--- src/rtl/agc_gain_sequencer.sv ---
// Closed-loop AGC controller: measures the windowed peak magnitude of the scaler
// output and steps the scaler's shift ladder (attack down, hold-then-decay up).
module agc_gain_sequencer #(
  parameter int DATA_WIDTH     = 32,
  parameter int WINDOW_LOG2    = 10,
  parameter int HOLD_WINDOWS   = 4,
  parameter int SETTLE_SAMPLES = 8
) (
  input  logic                         clk,
  input  logic                         rst,
  input  logic signed [DATA_WIDTH-1:0] sample_in,
  input  logic                         sample_valid,
  input  logic                         agc_enable,
  input  logic        [DATA_WIDTH-2:0] high_thresh,
  input  logic        [DATA_WIDTH-2:0] low_thresh,
  input  logic        [7:0]            manual_gain,
  input  logic                         manual_load,
  output logic        [7:0]            gain_control,
  output logic                         gain_update,
  output logic                         at_limit,
  output logic        [1:0]            agc_state
);

  localparam int MAG_W    = DATA_WIDTH - 1;
  localparam int HOLD_W   = $clog2(HOLD_WINDOWS + 1);
  localparam int SETTLE_W = $clog2(SETTLE_SAMPLES + 1);

  localparam logic [3:0]          IDX_UNITY   = 4'd7;
  localparam logic [3:0]          IDX_MAX     = 4'd14;
  localparam logic [HOLD_W-1:0]   HOLD_LAST   = HOLD_W'(HOLD_WINDOWS - 1);
  localparam logic [SETTLE_W-1:0] SETTLE_LAST = SETTLE_W'(SETTLE_SAMPLES - 1);

  typedef enum logic [1:0] {
    IDLE    = 2'd0,
    MEASURE = 2'd1,
    DECIDE  = 2'd2,
    SETTLE  = 2'd3
  } state_t;

  // Ladder index 0..14 (higher = more gain) to the scaler's shift code.
  function automatic logic [3:0] index_to_shift(input logic [3:0] idx);
    if (idx < IDX_UNITY)       return IDX_UNITY - idx;
    else if (idx == IDX_UNITY) return 4'd8;
    else                       return idx + 4'd1;
  endfunction

  function automatic logic [3:0] shift_to_index(input logic [3:0] code);
    if (code == 4'd0 || code == 4'd8) return IDX_UNITY;
    else if (code > 4'd8)             return code - 4'd1;
    else                              return IDX_UNITY - code;
  endfunction

  state_t                  state, state_n;
  logic [3:0]              index, index_n;
  logic [3:0]              mult, mult_n;
  logic [MAG_W-1:0]        peak, peak_n;
  logic [WINDOW_LOG2-1:0]  win_cnt, win_cnt_n;
  logic [HOLD_W-1:0]       hold_cnt, hold_cnt_n;
  logic [SETTLE_W-1:0]     settle_cnt, settle_cnt_n;
  logic [7:0]              gain_control_n;
  logic                    gain_update_n;
  logic                    at_limit_n;

  logic [DATA_WIDTH-1:0]   neg_sample;
  logic [MAG_W-1:0]        magnitude;

  // The most negative sample has no positive twin, so it saturates to full scale.
  always_comb begin
    neg_sample = -sample_in;
    if (!sample_in[DATA_WIDTH-1])     magnitude = sample_in[MAG_W-1:0];
    else if (neg_sample[DATA_WIDTH-1]) magnitude = '1;
    else                               magnitude = neg_sample[MAG_W-1:0];
  end

  always_comb begin
    // NOTE: every next-state variable gets its default first, so no path through
    // this block can leave one unassigned and infer a latch.
    state_n        = state;
    index_n        = index;
    mult_n         = mult;
    peak_n         = peak;
    win_cnt_n      = win_cnt;
    hold_cnt_n     = hold_cnt;
    settle_cnt_n   = settle_cnt;
    gain_control_n = gain_control;
    gain_update_n  = 1'b0;
    at_limit_n     = at_limit;

    if (manual_load) begin
      mult_n         = manual_gain[7:4];
      index_n        = shift_to_index(manual_gain[3:0]);
      gain_control_n = {mult_n, index_to_shift(index_n)};
      gain_update_n  = (gain_control_n != gain_control);
      hold_cnt_n     = '0;
      peak_n         = '0;
      win_cnt_n      = '0;
      settle_cnt_n   = '0;
      state_n        = agc_enable ? SETTLE : IDLE;
    end else if (!agc_enable) begin
      state_n = IDLE;
    end else begin
      unique case (state)
        IDLE: begin
          state_n   = MEASURE;
          peak_n    = '0;
          win_cnt_n = '0;
        end

        MEASURE: begin
          if (sample_valid) begin
            if (magnitude > peak) peak_n = magnitude;
            if (win_cnt == '1) state_n   = DECIDE;
            else               win_cnt_n = win_cnt + WINDOW_LOG2'(1);
          end
        end

        DECIDE: begin
          at_limit_n = 1'b0;
          if (peak >= high_thresh) begin
            hold_cnt_n = '0;
            if (index == 4'd0) at_limit_n = 1'b1;
            else               index_n    = index - 4'd1;
          end else if (peak < low_thresh) begin
            if (hold_cnt == HOLD_LAST) begin
              hold_cnt_n = '0;
              if (index == IDX_MAX) at_limit_n = 1'b1;
              else                  index_n    = index + 4'd1;
            end else begin
              hold_cnt_n = hold_cnt + HOLD_W'(1);
            end
          end else begin
            hold_cnt_n = '0;
          end

          if (index_n != index) begin
            gain_control_n = {mult, index_to_shift(index_n)};
            gain_update_n  = 1'b1;
            settle_cnt_n   = '0;
            state_n        = SETTLE;
          end else begin
            peak_n    = '0;
            win_cnt_n = '0;
            state_n   = MEASURE;
          end
        end

        SETTLE: begin
          if (sample_valid) begin
            if (settle_cnt == SETTLE_LAST) begin
              peak_n    = '0;
              win_cnt_n = '0;
              state_n   = MEASURE;
            end else begin
              settle_cnt_n = settle_cnt + SETTLE_W'(1);
            end
          end
        end

        default: state_n = IDLE;
      endcase
    end
  end

  always_ff @(posedge clk or posedge rst) begin
    if (rst) begin
      state        <= IDLE;
      index        <= IDX_UNITY;
      mult         <= '0;
      peak         <= '0;
      win_cnt      <= '0;
      hold_cnt     <= '0;
      settle_cnt   <= '0;
      gain_control <= 8'h08;
      gain_update  <= 1'b0;
      at_limit     <= 1'b0;
    end else begin
      // NOTE: registers take non-blocking assignments so every flop samples the
      // pre-edge values computed above, independent of statement order.
      state        <= state_n;
      index        <= index_n;
      mult         <= mult_n;
      peak         <= peak_n;
      win_cnt      <= win_cnt_n;
      hold_cnt     <= hold_cnt_n;
      settle_cnt   <= settle_cnt_n;
      gain_control <= gain_control_n;
      gain_update  <= gain_update_n;
      at_limit     <= at_limit_n;
    end
  end

  assign agc_state = state;

endmodule

--- config.mk ---
export PLATFORM = sky130hd
export DESIGN_NAME = agc_gain_sequencer
export DESIGN_NICKNAME = d
export VERILOG_FILES = /design/src/rtl/agc_gain_sequencer.sv
export SDC_FILE = /design/constraint.sdc
export NUM_CORES = 1
export LEC_CHECK = 0
export CORE_MARGIN = 3
export CORE_UTILIZATION = 55
export DETAILED_ROUTE_END_ITERATION = 8
export GPL_TIMING_DRIVEN = 0
export PLACE_DENSITY = 0.84
export SYNTH_ARGS = -nofsm -noshare
export SYNTH_HDL_FRONTEND = slang
export SYNTH_SLANG_ARGS = --single-unit
--- constraint.sdc ---
create_clock -name clk -period 8.8 [get_ports clk]
set_input_delay 1.76 -clock clk [delete_from_list [all_inputs] [get_ports clk]]
set_output_delay 1.76 -clock clk [all_outputs]
set_load 0.01 [all_outputs]
[Word-level counts from Yosys, hierarchy flattened]
Index checks and enable logic that the tools add are counted.
Word-level totals
  input port bits: 107
  output and inout bits: 12
  register bits after elaboration: 68
  logic and storage cells: 139
Cells by class
  add/subtract/negate cells: 12
  $lt $le $gt $ge: 6
  equality and inequality tests: 24
  reductions and logical operators: 15
  multiplexer cells: 71
  bitwise operators: 1
Operators with widths (number)
  $mux 31: 9
  $pmux 31 s4: 1
  $mux 4: 24
  $mux 10: 7
  $pmux 10 s4: 1
  $mux 8: 4
  $neg 32->32: 1
  $ge 31x31->1: 1
  $gt 31x31->1: 1
  $lt 31x31->1: 1
  $ne 3x3->1 const B: 8
  $mux 3: 6
  $add 4x1->4 const B: 4
  $mux 2: 8
  $ne 4x4->1 const B: 4
  $eq 4x3->1 const B: 3
  $reduce_and 6->1: 2
  $sub 3x4->4 const A: 3
  $add 10x1->10 const B: 1
  $eq 10x10->1 const B: 1
  $mux 1: 9
  $eq 4x4->1 const B: 2
  $logic_not 4->1: 2
  $lt 4x3->1 const B: 2
  other kinds (19): 24

[Depth between registers and ports, before layout]
Gate-level depths: netlist (run 1).
  depth after elaboration: 15
  gate-level depth with buffers: 21
  depth with buffers taken out: 18

[Worst setup path before layout (run 1)]
No wires, ideal clock.
  kind: in2reg
  start point: in sample_in[11]
  end point: reg peak[30]
  setup time: 0.121 ns
  stages: 19
  data arrival time: 5.621 ns
  setup slack: 3.058 ns
  data required time: 8.679 ns
  buffers on the path: 3
  cells stage by stage: or4_4 -> or4_1 -> or3_1 -> nor2_1 -> nand3_2 -> buf_2 -> nand2_1 -> ha_1 -> a21o_1 -> a211oi_1 -> nor2_1 -> nor3_1 -> nor2_1 -> o31ai_1 -> a22oi_1 -> and3_1 -> clkbuf_1 -> buf_2 -> a22o_1
Between the ends
  longest elaborated chain between the ends: 8
  elaborated cells between the ends (all ways): 11
  those cells by class: add/sub (1); order compare (1); eq/ne (1); mux (7); reduce/logical (1)
Ends and longest elaborated chain
  start: declaration: line 11  | input logic signed [DATA_WIDTH-1:0] sample_in,
  $neg 32->32: line 69  | neg_sample = -sample_in;
  $mux 31: line 71  | else if (neg_sample[DATA_WIDTH-1]) magnitude = '1;
  $mux 31 (*): line 70  | if (!sample_in[DATA_WIDTH-1]) magnitude = sample_in[MAG_W-1:0];
  parallel branches: the longest is 5 deep, another holds $gt 31x31->1
  end signal: assignment: line 182  | peak <= peak_n;
  end: declaration: line 56  | logic [MAG_W-1:0] peak, peak_n;
Mark *: on every way between the ends. The select of a mux whose other input is x is not followed.
A chain may end at the register's enable or synchronous reset.

[Worst setup path after layout (run 1)]
  start point: in sample_in[3]
  end point: reg peak[4]
Same word-level chain as after synthesis.

==> flow_summary.toml, run 1 <==
[run_status]
run_status = "completed"

[clock_network]
insertion_delay_ps = 340
cts_resized = 0
hold_buffers = 0
cts_setup_buffers = 0
clockBufferDepth = 2
cts_htree_levels = 3
cts_sinks = 68
cts_tree = "done"
root_buffer = "clkbuf_16"
numCtsBuffers = 9
cts.clk_slew.worst_paths_ps = 60

[worst_setup_path]
startpoint = "sample_in[3]"
reg2reg_slack_ps = 4050
cp.required_ps = 9070
path_class = "input port to flop"
timing.rr.end = "gain_control[0]"
cp-end-kind = "flop"
startpoint_type = "input port"
critical_path.max_fanout = 10
ff2ff_path_depth = 14
crit-reg2reg-launch = "peak[29]"
setup.worst_path.end = "peak[4]"
cp.arrival_ps = 7100

[layout]
drive_above_1_share_pct = 5.654
fin_area_um2 = 8383
fin_nets = 1162
n_fill_cell = 907
multiInputGateArea_um2 = 4518
regArea_um2 = 1707
layout.cells.non_filler = 1098
antenna_cells = 0
area_growth_pct = 24.24

[synth]
ys_ff_latch = 68
syn-num-nets = 1035
yosysTopAreaCell = "dfrtp_1"
synth_top_area_share_pct = 23.73
synth_warnings = 0
yosys-top-cells-count = "inv_1, ha_1, nand2_1, dfrtp_1, a21oi_1"
synth_area_leaders = "dfrtp_1, ha_1, inv_1"
syn_avg_cell_area_um2 = 8.199
synthMostInstantiatedCell = "inv_1"
ys_seq_area_share_pct = 25.29
synth_cells = 823
async_flop_share_pct = 100.0
synth.distinct_cells = 66
syn-cell-area_um2 = 6748
synth_edf_count = 0
synth_ff_type = "dfrtp_1"

[timing]
finalHoldViolCount = 0
worst-slew-pin-transition_ps = 868.5
fin_crit_sh_pct = 77.65
rsz0062_at_grt = "no"
min_period_ps = 6833
setup_viol = 0
slew_violations = 0
tns_ps = 0
max_freq_mhz = 146.3
slew_headroom_pct = 42.10
finalClockSkew_ps = 9.607

[route]
drt_iter0_drc = 330
drt_wl_total_mm = 16.79
viasPerCell = 5.821
postRouteAntennaNets = 0
wl_per_cell_um = 15.29
num_vias = 6391
drt_pre_antenna_iters = 5
drcViolationCount = 0

[floorplan]
die-area_um2 = 13630
io_pins = 119
coreArea_um2 = 11710
die_w_um = 116.8
die_h_um = 116.8
start_util_pct = 57.62
placementRows = 39

[power_and_ir_drop]
sequentialPowerShare_pct = 34.1
ir_worst_vdd_uv = 90.47
p_clk_share_pct = 34.8
power.leakage_nw = 3.953
intPower_mw = 0.7101
combPwrFrac_pct = 31.0
p_switching_mw = 0.3267
p_sw_share_pct = 31.51
powerDensity_nw_per_um2 = 123.7

[placed_design]
dp_hpwl_mm = 13.25
placed_cells = 1082
gp_congestion = 0.8894
numPortBuffers = 116
place_area_um2 = 8090

[global_route]
grt_overflow = 0
grt_pass1_vias = 6102
grt_usage_pct = 25.46
grt_max_degree = 69
antenna_found_initial = 0
grt_pass1_wl_mm = 28.02

[worst_hold_path]
holdCritPathClass = "flop to flop"
hold_path_depth = 1

[job]
maxCapViolations = 0
[cell families after synthesis]
logic type,count (synthesis),share of synthesized area (%)
AOI/OAI and AO/OA,205,20.67
xor gates and xnor gates,38,4.932
adders and majority gates,105,19.47
buffers and inverters,134,7.751
DFF,68,25.29
muxes,15,2.374
and+or+nand+nor,258,19.51
[worst min path at each step]
stage / startpoint / to / slack (ps)
3_3_place_gp: mult[3] / mult[3] / 480
2_1_floorplan: mult[0] / mult[0] / 470
3_5_place_dp: mult[1] / mult[1] / 480
6_report: mult[1] / mult[1] / 490
5_1_grt: mult[3] / mult[3] / 510
4_1_cts: mult[1] / mult[1] / 500
[critical path, stage by stage]
cell	delay, ps
clkdlybuf4s50_1	500
nor3_2	320
nand3_1	190
or4_1	600
or3_1	480
nor2_1	270
nand3_2	240
buf_2	250
nand2_1	110
ha_1	160
nand4_1	130
nor3_1	280
and4_1	280
o21ai_0	100
a21oi_1	170
o31ai_1	80
a22oi_1	240
and3_1	200
clkbuf_1	260
buf_2	300
a22o_1	160
[per-layer routing]
layer,global-route usage [%],up-vias,wire length (µm)
met5,0,-,0
met4,6.728,0,292
met3,3.886,30,894
met2,43.95,213,8250
met1,33.29,2945,7350
li1,-,3203,-
[sequential cells by signal (all words and copies together), names as in the netlist]
register / flops
agc_state: 2
at_limit: 1
gain_control: 8
gain_update: 1
hold_cnt: 3
index: 4
mult: 4
peak: 31
settle_cnt: 4
win_cnt: 10
[power by group through the flow]
stage,Combinational (mW),Sequential [mW],Clock (mW)
after floorplan,0.194,0.358,0
after global placement,0.310,0.358,0
after detailed placement,0.317,0.359,0
after CTS,0.321,0.354,0.362
after global routing,0.363,0.356,0.379
final,0.322,0.354,0.361
[cell type report]
cell class,count,area share [%]
Sequential cell,68,20.36
Multi-Input combinational cell,621,53.90
Clock inverter,6,0.7612
Tap cell,143,2.134
Inverter,108,4.866
Timing Repair Buffer,116,13.85
Clock buffer,10,2.731
Buffer,26,1.403
[stage by stage]
step / power [mW] / setup slack (ps) / utilization (%) / hold WS, ps
3_3_place_gp: 0.6685 / 1768 / 69.06 / 476.7
2_1_floorplan: 0.5521 / 3058 / - / 469.3
4_1_cts: 1.037 / 2016 / 71.58 / 497.0
6_report: 1.037 / 1967 / 71.58 / 493.6
5_1_grt: 1.099 / 1590 / 71.58 / 509.1
3_5_place_dp: 0.6765 / 1756 / 69.08 / 483.5
[cell usage in the layout, fill, tap and decap left out, types with 13 or more instances in the layout]
cell and count:
clkdlybuf4s50_1 116, inv_1 107, ha_1 105, nand2_1 80, dfrtp_1 64, a21oi_1 49, nor2_1 42, o21ai_0 41
xor2_1 32, a22o_1 31, nand3_1 27, nand4_1 18, clkbuf_1 15, nor2b_1 13
No activity file was read; power rests on OpenSTA's default activity.
==> run 2: changes to the inputs <==
Settings changed: CORE_UTILIZATION 55 to 49, PLACE_DENSITY 0.84 to 0.79.
Clock period 8.8 ns to 5.5 ns, I/O delays scaled along.
==> flow_summary.toml, run 2 (same netlist as run 1, synthesis figures left out) <==
[timing]
fin_crit_sh_pct = 99.39
slew_violations = 0
finalClockSkew_ps = 10.99
finalHoldViolCount = 0
slew_headroom_pct = 43.66
setup_viol = 0
min_period_ps = 5466
worst-slew-pin-transition_ps = 845.1
max_freq_mhz = 182.9
tns_ps = 0

[global_route]
grt_pass1_wl_mm = 27.41
grt_util_met2_pct = 37.99
grt_usage_pct = 22.28
grt.busiest_layer = "met2"
grt_max_degree = 69
grt_pass1_vias = 5993
grtUsageMet1_pct = 28.80
antenna_found_initial = 0
grt_overflow = 0
grtUsageMet3_pct = 2.928

[run_status]
run_status = "completed"

[clock_network]
cts_tree = "done"
root_buffer = "clkbuf_16"
cts.clk_slew.worst_paths_ps = 60
insertion_delay_ps = 340
numCtsBuffers = 9
cts_htree_levels = 3
cts_sinks = 68
clockBufferDepth = 2

[route]
drt_pre_antenna_iters = 7
drcViolationCount = 0
drt_wl_total_mm = 17.10
num_vias = 6435
drt_iter0_drc = 345
viasPerCell = 5.640
postRouteAntennaNets = 0
wl_per_cell_um = 14.99

[placed_design]
place_area_um2 = 8132
gp_congestion = 0.9063
numPortBuffers = 116
dp_hpwl_mm = 13.32

[worst_setup_path]
critical_path.max_fanout = 10
cp.required_ps = 5720
path_class = "input port to flop"
ff2ff_path_depth = 15
cp.arrival_ps = 5690
startpoint_type = "input port"
cp-end-kind = "flop"

[power_and_ir_drop]
powerDensity_nw_per_um2 = 194.4
ir_worst_vdd_uv = 158.7
power.leakage_nw = 4.074
total_power_mw = 1.688

[layout]
area_growth_pct = 28.70
final_common_cell = "clkdlybuf4s50_1"
final_core_util_pct = 65.06
drive_above_1_share_pct = 9.016
reg_top3 = "peak (31), win_cnt (10), gain_control (8)"
mostFrequentLayoutCells = "clkdlybuf4s50_1, inv_1, ha_1"
largest_reg_flops = 31
fin_area_um2 = 8685
regMostFlops = "peak"
antenna_cells = 0
n_fill_cell = 1157
fin_nets = 1172

[floorplan]
die_h_um = 123.4
io_pins = 119
start_util_pct = 50.55
die_w_um = 123.4
placementRows = 42
die-area_um2 = 15220
coreArea_um2 = 13350

[worst_hold_path]
holdCritPathClass = "flop to flop"
hold_path_depth = 1

[job]
maxCapViolations = 0
run 2: cell count changes in the layout (fill, tap and decap cells not counted), moves of 3 or more:
cell / before / now
buf_2: 10 / 3
buf_4: 0 / 16
o21ai_0: 41 / 38
dlymetal6s2s_1: 0 / 5
clkdlybuf4s50_1: 116 / 111
run 2: final timing paths:
path                            slack (ps)          start         endpoint
max in group asynchronous             3660            rst         peak[24]
worst max-delay path                    30  sample_in[12]         peak[28]
worst min register to register         490        mult[0]          mult[0]
worst max register to register        1220       peak[29]  gain_control[0]
min in group asynchronous             1290            rst      gain_update
worst min-delay path                   490        mult[0]          mult[0]
run 2: layer usage:
layer | routed length [µm] | up-vias | share of wire, %
met2 | 8378 | 160 | 49
li1 | - | 3229 | -
met5 | 0 | - | 0
met1 | 7583 | 3020 | 44
met3 | 744 | 26 | 4.4
met4 | 394 | 0 | 2.3
run 2: cell type report:
class                      count  area, µm²  area share (%)
multi-input combinational    621       4653           53.58
sequential                    68       1707           19.65
timing repair buffer         127       1254           14.44
inverter                     108      407.9           4.697
clock buffer                   9      225.2           2.593
tap                          176      220.2           2.536
buffer                        25      141.4           1.628
clock inverter                 7      76.32          0.8788
run 2: critical path, stage by stage:
cell and delay [ps]:
clkdlybuf4s50_1 440, or4_4 570, or4_4 470, or3_4 390, nor2_4 160, nand3_4 140
buf_6 170, nand2_1 90, ha_1 250, a21o_1 200, a211oi_2 260, nor2_1 90
nor3_1 160, nor2_1 90, o31ai_2 270, a22oi_2 80, buf_4 170, and3_4 210
buf_4 170, a22o_1 190
run 2: through the flow:
stage	worst slack [ps]	hold slack [ps]	instances
floorplan	418.0	469.3	823
global placement	-817.8	478.1	1115
detailed placement	-911.4	485.4	1115
CTS	8.464	498.3	1132
global route	-141.0	504.6	1141
finish	33.65	494.2	1141
run 2: timing repair:
action,in CTS,in global routing
endpoints found under the setup margin,32,34
gates cloned,0,1
hold buffers,0,0
gates resized for setup,22,25
pin swaps,2,10
buffers inserted,2,8
endpoints found under the hold margin,0,0
run 2: where the power goes:
group | switching, mW | total (mW) | leakage, nW | internal [mW]
Sequential | 0.0323 | 0.566 | 0.898 | 0.534
Combinational | 0.277 | 0.539 | 3.03 | 0.262
Clock | 0.230 | 0.583 | 0.142 | 0.353
Total | 0.540 | 1.69 | 4.07 | 1.15
